$ cat config.mk
export PLATFORM = sky130hd
export DESIGN_NAME = edge_event_arbiter
export DESIGN_NICKNAME = d
export VERILOG_FILES = /design/src/rtl/edge_event_arbiter.sv
export SDC_FILE = /design/constraint.sdc
export NUM_CORES = 1
export LEC_CHECK = 0
export CAP_MARGIN = 20
export CORE_MARGIN = 4
export CORE_UTILIZATION = 60
export CTS_BUF_LIST = sky130_fd_sc_hd__clkbuf_4 sky130_fd_sc_hd__clkbuf_8
export DETAILED_ROUTE_END_ITERATION = 12
export GPL_TIMING_DRIVEN = 0
export PLACE_DENSITY = 0.81
export SYNTH_ARGS = -nofsm -noshare
export SYNTH_HDL_FRONTEND = slang
export SYNTH_SLANG_ARGS = --single-unit
$ cat constraint.sdc
create_clock -name clk -period 7.3 [get_ports clk]
set_input_delay 1.46 -clock clk [delete_from_list [all_inputs] [get_ports clk]]
set_output_delay 1.46 -clock clk [all_outputs]
set_load 0.05 [all_outputs]
$ cat src/rtl/edge_event_arbiter.sv
// edge_event_arbiter
//   Captures rising/falling edges on NCH synchronous level inputs, tags each
//   edge with a free-running timestamp and holds it in a one-deep slot per
//   channel. A round-robin arbiter moves slots into a single output register
//   that feeds a valid/ready event stream. Edges that arrive while their slot
//   is still occupied are dropped and flagged in a sticky overflow bit.
//
// Ports
//   clk        system clock, rising edge
//   rst        asynchronous active-high reset
//   signal_in  [NCH]     raw levels, synchronous to clk
//   mode       [2*NCH]   per channel: 00 off, 01 rising, 10 falling, 11 both
//   evt_valid  event available
//   evt_ready  consumer accepts (transfer on evt_valid && evt_ready)
//   evt_ch     [CH_W]    channel of the presented event
//   evt_rise   1 = rising edge, 0 = falling edge
//   evt_ts     [TS_W]    timestamp of the edge
//   overflow   [NCH]     sticky lost-edge flags
//   ovf_clr    clear all overflow flags (a same-cycle new loss still sets)
module edge_event_arbiter #(
  parameter int NCH  = 4,
  parameter int TS_W = 16,
  parameter int CH_W = $clog2(NCH)
) (
  input  logic              clk,
  input  logic              rst,
  input  logic [NCH-1:0]    signal_in,
  input  logic [2*NCH-1:0]  mode,
  output logic              evt_valid,
  input  logic              evt_ready,
  output logic [CH_W-1:0]   evt_ch,
  output logic              evt_rise,
  output logic [TS_W-1:0]   evt_ts,
  output logic [NCH-1:0]    overflow,
  input  logic              ovf_clr
);

  logic [NCH-1:0]  prev;
  logic [TS_W-1:0] ts_count;
  logic [NCH-1:0]  pend;
  logic [NCH-1:0]  pend_rise;
  logic [TS_W-1:0] pend_ts [NCH];
  logic [CH_W-1:0] ptr;

  logic [NCH-1:0]  rise;
  logic [NCH-1:0]  fall;
  logic [NCH-1:0]  qual;
  logic [NCH-1:0]  drain;
  logic [NCH-1:0]  load;
  logic [NCH-1:0]  lost;

  logic            out_free;
  logic            load_out;
  logic            grant_valid;
  logic [CH_W-1:0] grant_idx;

  // The output register can take a new entry when empty or when its current
  // entry is leaving this very cycle, which gives back-to-back events.
  assign out_free = !evt_valid || evt_ready;
  assign load_out = out_free && grant_valid;

  // Round-robin search starting just after the last granted channel. Only
  // slots that were already full at the start of the cycle take part, so a
  // freshly detected edge is never granted in its own detect cycle.
  always_comb begin
    int              s;
    logic [CH_W-1:0] cand;
    grant_valid = 1'b0;
    grant_idx   = '0;
    for (int k = 1; k <= NCH; k++) begin
      s = int'(ptr) + k;
      if (s >= NCH) s = s - NCH;
      cand = CH_W'(s);
      if (!grant_valid && pend[cand]) begin
        grant_valid = 1'b1;
        grant_idx   = cand;
      end
    end
  end

  genvar gi;
  generate
    for (gi = 0; gi < NCH; gi++) begin : g_ch
      assign rise[gi]  = signal_in[gi] & ~prev[gi];
      assign fall[gi]  = ~signal_in[gi] & prev[gi];
      assign qual[gi]  = (rise[gi] & mode[2*gi]) | (fall[gi] & mode[2*gi+1]);
      assign drain[gi] = load_out && (grant_idx == CH_W'(gi));
      // A slot emptied into the output register this cycle may be refilled
      // in the same cycle; otherwise a full slot keeps its older edge.
      assign load[gi]  = qual[gi] && (!pend[gi] || drain[gi]);
      assign lost[gi]  = qual[gi] && pend[gi] && !drain[gi];
    end
  endgenerate

  always_ff @(posedge clk or posedge rst) begin
    if (rst) begin
      prev      <= '0;
      ts_count  <= '0;
      pend      <= '0;
      pend_rise <= '0;
      for (int i = 0; i < NCH; i++) pend_ts[i] <= '0;
      ptr       <= CH_W'(NCH - 1);
      evt_valid <= 1'b0;
      evt_ch    <= '0;
      evt_rise  <= 1'b0;
      evt_ts    <= '0;
      overflow  <= '0;
    end else begin
      prev     <= signal_in;
      ts_count <= ts_count + 1'b1;

      for (int i = 0; i < NCH; i++) begin
        if (load[i]) begin
          pend[i]      <= 1'b1;
          pend_rise[i] <= rise[i];
          pend_ts[i]   <= ts_count;
        end else if (drain[i]) begin
          pend[i] <= 1'b0;
        end
      end

      // Clear first, then OR in new losses so a same-cycle loss survives.
      overflow <= (ovf_clr ? '0 : overflow) | lost;

      if (load_out) begin
        evt_valid <= 1'b1;
        evt_ch    <= grant_idx;
        evt_rise  <= pend_rise[grant_idx];
        evt_ts    <= pend_ts[grant_idx];
        ptr       <= grant_idx;
      end else if (out_free) begin
        evt_valid <= 1'b0;
      end
    end
  end

endmodule

; Word-level counts from Yosys, hierarchy flattened
; Cells that the tools add are included.
[classes]
addsub = 9
mux = 36
n_reduce_logical = 43
n_bitwise = 30
n_lt_le_gt_ge = 10
n_eq_ne = 3
[op_table]
columns = operator, count
row1 = binary-select mux 16 bit (select 2 bit), 1
row2 = two-way mux 16 bit, 2
row3 = logical AND 1 bit, 20
row4 = two-way mux 1 bit, 19
row5 = adder 16 x 1 -> 16 bit (second input constant), 1
row6 = AND 1 bit, 16
row7 = two-way mux 2 bit, 8
row8 = less-than comparator 2 x 3 -> 1 bit (second input constant), 5
row9 = greater-or-equal comparator 3 bit (second input constant), 4
row10 = logical NOT 1 bit, 12
row11 = binary-select mux 1 bit (select 2 bit), 5
row12 = nonzero test 2 bit, 5
row13 = inverter 1 bit, 8
row14 = subtractor 2 x 1 -> 2 bit (second input constant), 4
row15 = adder 2 x 2 -> 3 bit (second input constant), 2
row16 = logical OR 1 bit, 5
row17 = adder 2 x 3 -> 4 bit (second input constant), 1
row18 = == test 2 bit (second input constant), 2
row19 = greater-or-equal comparator 4 x 3 -> 1 bit (second input constant), 1
row20 = two-way mux 4 bit, 1
row21 = OR 1 bit, 4
row22 = OR 4 bit, 1
row23 = adder 2 x 1 -> 3 bit (second input constant), 1
row24 = inverter 2 -> 3 bit, 1
row25 = 2 further kinds, 2
[word_totals]
wordCells = 151
inputBits = 16
ff_bits = 118
output_inout_bits = 24

; Longest topological paths before layout
; Gate-level depths: netlist of run 1.
[logic_depth]
depth_word = 20
mapped_depth = 8
mapped_depth_nobuf = 5

; Least setup slack after synthesis of run 1
; Ideal clock, no wire load.
[synth_path]
path_kind = input to register
from = input port signal_in[1]
to = register pend_ts[32] (netlist bit)
required_ns = 7.172
slack_ns = 4.390
t_arrival_ns = 2.783
setup_ns = 0.128
n_path_buf = 1
path_stages = 6
cell_sequence = nor2b_1 -> a2bb2oi_1 -> nor3_1 -> a21oi_2 -> buf_4 -> mux2_1
[synth_between]
elab_chain_cells = 5
word_cells_on_any_way = 7
cone_classes = bitwise: 6 / reduce/logical: 1
[synth_lines]
columns = element, line_no
row1 = from (decl), 27  ; input logic [NCH-1:0] signal_in,
row2 = inverter 1 bit, 85  ; assign fall[gi] = ~signal_in[gi] & prev[gi];
row3 = AND 1 bit, 85
row4 = AND 1 bit, 86  ; assign qual[gi] = (rise[gi] & mode[2*gi]) | (fall[gi] & mode[2*gi+1]);
row5 = OR 1 bit (*), 86
row6 = logical AND 1 bit (*), 90  ; assign load[gi] = qual[gi] && (!pend[gi] || drain[gi]);
row7 = "to (signal, indexed assignment)", 116  ; pend_ts[i] <= ts_count;
row8 = to (decl), 42  ; logic [TS_W-1:0] pend_ts [NCH];
; Mark *: on every way between the ends. The rest lies on a longest branch, timed or not.
; A chain may end at the register's enable or synchronous reset.

; Worst setup path in the final report of run 1
[layout_path]
from = input port signal_in[1]
to = register pend_ts[34] (netlist bit)
; The elaborated chain is that of the path after synthesis.

==> results of run 1 <==
==> power by group <==
group          total (W)  switching [W]  leakage, nW  internal (W)
clock network   0.000700       0.000278        0.218      0.000423
registers       0.000868      0.0000944         1.48      0.000774
logic            0.00105       0.000657         1.03      0.000390
==> synthesized netlist by cell type, types with 2 or more instances <==
| cell type | instances | share of area |
|---|---|---|
| mux2_1 | 20 | 0.041 |
| xnor2_1 | 8 | 0.013 |
| clkbuf_1 | 23 | 0.016 |
| a211oi_1 | 2 | 0.0027 |
| nand2b_1 | 4 | 0.0046 |
| and3_1 | 2 | 0.0023 |
| nor3_1 | 2 | 0.0018 |
| buf_2 | 6 | 0.0055 |
| nand3b_1 | 4 | 0.0055 |
| nand4_1 | 2 | 0.0023 |
| nand3_1 | 5 | 0.0046 |
| o21a_1 | 7 | 0.0096 |
| xor2_1 | 6 | 0.0096 |
| buf_1 | 3 | 0.0020 |
| nand2_1 | 86 | 0.059 |
| a21o_1 | 2 | 0.0027 |
| o21ai_0 | 4 | 0.0036 |
| mux2_2 | 30 | 0.061 |
| inv_1 | 7 | 0.0048 |
| dfrtp_1 | 116 | 0.53 |
| o31ai_1 | 2 | 0.0027 |
| buf_6 | 3 | 0.0061 |
| o22ai_1 | 4 | 0.0046 |
| dfstp_2 | 2 | 0.0096 |
| o21ai_1 | 3 | 0.0027 |
| mux4_2 | 17 | 0.070 |
| nor2_1 | 7 | 0.0048 |
| o211ai_1 | 68 | 0.093 |
==> registers in the layout (all words and copies together) (netlist names) <==
| name | cells |
|---|---|
| evt_ch | 2 |
| ts_count | 16 |
| pend | 4 |
| evt_rise | 1 |
| evt_ts | 16 |
| pend_ts | 64 |
| overflow | 4 |
| ptr | 2 |
| evt_valid | 1 |
| prev | 4 |
| pend_rise | 4 |
==> path summary, 6_finish.rpt <==
check                           cells after the start  slack [ps]          end
worst max-delay path                                7        3850  pend_ts[34]
worst min-delay path                                2         490    evt_ch[1]
worst max register to register                      6        4650  pend_ts[34]
worst min register to register                      2         490    evt_ch[1]
max in group asynchronous                           3        5190  pend_ts[23]
min in group asynchronous                           2        1390    evt_ch[0]
==> critical path, delay by kind of cell <==
family / cells / cell delay (ps)
AOI/OAI and AO/OA: 2 / 880
buffers and inverters: 2 / 780
and+or+nand+nor: 2 / 270
muxes: 1 / 360
==> layout make-up <==
class,count,share of cell area
Buffer,36,0.0259
Clock buffer,20,0.0403
Clock inverter,12,0.0309
Inverter,7,0.00480
Multi-Input combinational cell,302,0.360
Sequential cell,118,0.453
Tap cell,108,0.0207
Timing Repair Buffer,40,0.0641
==> routing by layer <==
layer | part of all wire | vias up
met1 | 0.39 | 2152
met2 | 0.50 | 221
met3 | 0.076 | 59
met5 | 0 | -
li1 | - | 1808
met4 | 0.031 | 0
==> cells by family (layout without fill, tap and decap cells) <==
group | Yosys count | count (layout) | synth area share
AND/OR/NAND/NOR | 119 | 119 | 0.0947
flip-flops | 118 | 118 | 0.538
AO/OA/AOI/OAI | 100 | 100 | 0.134
multiplexers | 68 | 68 | 0.174
buffers and inverters | 43 | 115 | 0.0355
XOR/XNOR | 14 | 14 | 0.0223
adder cells (fa/ha/maj) | 1 | 1 | 0.00228
==> metrics by stage <==
step / area [µm²] / hold slack, ps / total power, W / util / cells
3_3_place_gp: 6020 / 469 / 0.00186 / 0.684 / 610
5_1_grt: 6520 / 509 / 0.00272 / 0.740 / 643
2_1_floorplan: 5500 / 459 / 0.00158 / - / 463
4_1_cts: 6520 / 493 / 0.00260 / 0.740 / 643
6_report: 6520 / 487 / 0.00262 / 0.740 / 643
3_5_place_dp: 6060 / 474 / 0.00189 / 0.688 / 611
==> impl_metrics.tcl, run 1 <==
set metrics [dict create \
    worst_slack_ps 3850 \
    post-place-ws_ps 3430 \
    viasPerCell 6.59 \
    clock_path_buffers 2 \
    multi_input_area_um2 2350 \
    syn_area_um2 5500 \
    power_density_nw_per_um2 401 \
    cts_buffers 17 \
    start_util 0.624 \
    grt_pass1_vias 4519 \
    synthFlopType "dfrtp_1" \
    hold_path_class "flip-flop to flip-flop" \
    cts_hold_buffers 0 \
    grt_pass1_wl_mm 22.9 \
    use_met2 0.438 \
    seq_area_frac_synth 0.538 \
    cts-root-buf "clkbuf_8" \
    post-route-period-util 0.473 \
    cts.sinks 118 \
    grt_max_degree 79 \
    portBuffers 39 \
    slew_headroom 0.510 \
    critical_path_class "input port to flip-flop" \
    final_max_slew_viol_count 0 \
    cp_slowest_stage_delay_ps 570 \
    grt_use_met3 0.0566 \
    row_count 34 \
    power.leakage_nw 2.73 \
    max_freq_mhz 290 \
    path_max_fanout 10 \
    fin_tns_setup_ps 0 \
    crit_required_ps 7610 \
    cp-end-kind "flip-flop" \
    hpwl_mm 8.99 \
    final_common_cell "dfrtp_1" \
    startpoint_type "input port" \
    report.final.hold_viol_count 0 \
    r2r_start "ptr[1]" \
    dieHeight_um 104 \
    ir_drop_mv 0.317 \
    yosysUniqueCellTypes 46 \
    diodes 0 \
    wl_per_cell_um 21.7 \
    postCtsSetupBuffers 0 \
    cts_tree "done" \
    gr-usage-met1 0.356 \
    ant_nets 0 \
    ys_async_sr_fraction 1.00 \
    area_growth_pct 18.6 \
    min_period_ps 3450 \
    startpoint "signal_in[1]" \
    drt-pass1-iter-count 5 \
    ioPinCount 40 \
    crit_arrival_ps 3770 \
    gp_congestion 0.853 \
    syn-num-nets 480 \
    drc 0 \
    drive_gt1_frac 0.181 \
    min_from "evt_ch[1]" \
    vias 4240 \
    die_w_um 104 \
    wirelength_mm 14.0 \
    ys_ff_latch 118 \
    cts_htree_levels 4 \
    setup_viol 0 \
    die-area_um2 10800 \
    antenna_found_initial 0 \
    yosys_warnings 0 \
    outcome "completed" \
    netlist_instances 463 \
    rsz0062_at_grt "no" \
    core_um2 8810 \
    fillers 607 \
    crit_slowest_cell "a21oi_2" \
    clkSlewWorstSetupHoldPaths_ps 80 \
    drv_cap 0 \
    cts-resized-gates 0 \
    grt_use_total 0.272 \
    finClkSkew_ps 13.7 \
    avgSynthCellArea_um2 11.9 \
    drtIter0Drc 355 \
    mostFrequentLayoutCells "dfrtp_1, nand2_1, o211ai_1" \
    regArea_um2 2960 \
    grt-ovfl-total 0 \
    cp_cell_sequence "clkdlybuf4s50_1, nor2b_1, a2bb2oi_1, nor3_1, a21oi_2, buf_4, mux2_1" \
    finalNetCount 539 \
    synth_edf_count 0 \
    worst_pin_slew_ps 736 \
    clock_latency_ps 440 \
    grt.busiest_layer "met2" \
]
(Power assumes the default switching activity.)
==> run 2: changes to the inputs <==
--- a/config.mk
+++ b/config.mk
@@ -7,11 +7,11 @@
 export LEC_CHECK = 0
 export CAP_MARGIN = 20
 export CORE_MARGIN = 4
-export CORE_UTILIZATION = 60
+export CORE_UTILIZATION = 55
 export CTS_BUF_LIST = sky130_fd_sc_hd__clkbuf_4 sky130_fd_sc_hd__clkbuf_8
 export DETAILED_ROUTE_END_ITERATION = 12
 export GPL_TIMING_DRIVEN = 0
-export PLACE_DENSITY = 0.81
+export PLACE_DENSITY = 0.78
 export SYNTH_ARGS = -nofsm -noshare
 export SYNTH_HDL_FRONTEND = slang
 export SYNTH_SLANG_ARGS = --single-unit
==> constraint.sdc (replaced) <==
create_clock -name clk -period 2.9 [get_ports clk]
set_input_delay 0.58 -clock clk [delete_from_list [all_inputs] [get_ports clk]]
set_output_delay 0.58 -clock clk [all_outputs]
set_load 0.05 [all_outputs]
==> run 2 against run 1 <==
Effect of this change: flip-flop and latch count unchanged; core utilization down 6.6 points; first-iteration DRC count down 20%; register-to-register slack worse by 4400 ps; total power rose to 2.5 times the previous value; highest routed layer unchanged.
==> impl_metrics.tcl, run 2 (synthesis gave the netlist of run 1 again) <==
set metrics [dict create \
    power_density_nw_per_um2 1000 \
    outcome "completed" \
    min_period_ps 2650 \
    critical_path_class "flip-flop to flip-flop" \
    crit_arrival_ps 2970 \
    drv_cap 0 \
    r2r_start "ptr[1]" \
    cp-end-kind "flip-flop" \
    ir_drop_mv 0.517 \
    finalNetCount 541 \
    top_register "pend_ts" \
    grt_max_degree 37 \
    max_freq_mhz 377 \
    gp_congestion 0.884 \
    post-route-period-util 0.915 \
    postCtsSetupBuffers 0 \
    drc 0 \
    die_w_um 108 \
    drive_gt1_frac 0.184 \
    report.final.hold_viol_count 0 \
    startpoint_type "flip-flop" \
    power.leakage_nw 2.75 \
    grt_pass1_vias 4367 \
    cts_buffers 17 \
    drt-pass1-iter-count 5 \
    grt-ovfl-total 0 \
    portBuffers 39 \
    worst_pin_slew_ps 813 \
    wl_per_cell_um 20.7 \
    whs_ps 490 \
    cts_htree_levels 4 \
    clock_path_buffers 2 \
    clkSlewWorstSetupHoldPaths_ps 70 \
    startpoint "ptr[1]" \
    cts_tree "done" \
    viasPerCell 6.22 \
    rsz0062_at_grt "no" \
    setup_viol 0 \
    cts_hold_buffers 0 \
    reg_top3 "pend_ts x64, evt_ts x16, ts_count x16" \
    cts-resized-gates 0 \
    worstSetupEndpoint "pend_ts[40]" \
    area_growth_pct 20.0 \
    r2r-end "pend_ts[40]" \
    cts-root-buf "clkbuf_8" \
    rrSetupSlack_ps 250 \
    ant_nets 0 \
    die-area_um2 11700 \
    hpwl_mm 9.23 \
    core_um2 9770 \
    drtIter0Drc 284 \
    crit_required_ps 3210 \
    antenna_found_initial 0 \
    largest_reg_flops 64 \
    diodes 0 \
    finalPower_w 0.00659 \
    hold_path_class "flip-flop to flip-flop" \
    grt_pass1_wl_mm 22.8 \
    mostFrequentLayoutCells "dfrtp_1, nand2_1, o211ai_1" \
    dieHeight_um 108 \
    vias 4167 \
    start_util 0.562 \
    slew_headroom 0.458 \
    wirelength_mm 13.9 \
    final_max_slew_viol_count 0 \
    row_count 36 \
    finClkSkew_ps 7.54 \
    final_common_cell "dfrtp_1" \
    reg2reg_depth 6 \
    grt_use_total 0.258 \
    cts.sinks 118 \
    clock_latency_ps 440 \
    path_max_fanout 10 \
    ioPinCount 40 \
]
==> run 2: cell types whose count changed in the layout (fill, tap and decap cells not counted), sizes merged <==
cell / previous run / this run
buf: 14 / 16
clkinv: 2 / 4
bufinv: 5 / 6
inv: 7 / 6
clkbuf: 43 / 41
==> run 2: per-stage QoR <==
stage,instances,cell area [µm²],util,setup TNS (ps),setup WS (ps)
floorplan,463,5500,-,0,798
global placement,635,6060,0.620,-21980,-189
detailed placement,638,6120,0.626,-651,-75.4
CTS,670,6600,0.675,0,277
global route,670,6600,0.675,0,160
finish,670,6600,0.675,0,247
==> run 2: area by class of cell <==
class	instances	area [µm²]
Timing Repair Buffer	42	450
Buffer	36	169
Sequential cell	118	2960
Clock inverter	14	230
Inverter	7	30.0
Tap cell	133	166
Fill cell	709	3180
Multi-Input combinational cell	302	2350
Clock buffer	18	248
==> run 2: worst min path at each step <==
stage                            from           to  cells after the start
after global routing              rst  pend_ts[42]                      2
after CTS                         rst  pend_ts[42]                      2
final                       evt_ch[1]    evt_ch[1]                      2
after floorplan           pend_ts[48]  pend_ts[48]                      1
after detailed placement  pend_ts[51]  pend_ts[51]                      1
after global placement      evt_ch[1]    evt_ch[1]                      2
==> run 2: routing by layer <==
metal,vias to the layer above,global-route usage,share of wire
met5,-,0,0
met4,0,0.102,0.022
met3,31,0.0758,0.082
met1,2124,0.334,0.40
li1,1814,-,-
met2,198,0.414,0.49
==> run 2: critical path, cell delays in order, from the launching register on <==
cell and delay [ps]:
dfstp_2 590, nand3b_1 100, a31oi_1 470, nor3_1 130, a21oi_2 520, buf_4 340
mux2_1 360
==> run 2: power breakdown <==
part	internal, W	switching (W)
logic	0.000986	0.00163
registers	0.00195	0.000224
clock network	0.00112	0.000675
total	0.00406	0.00253
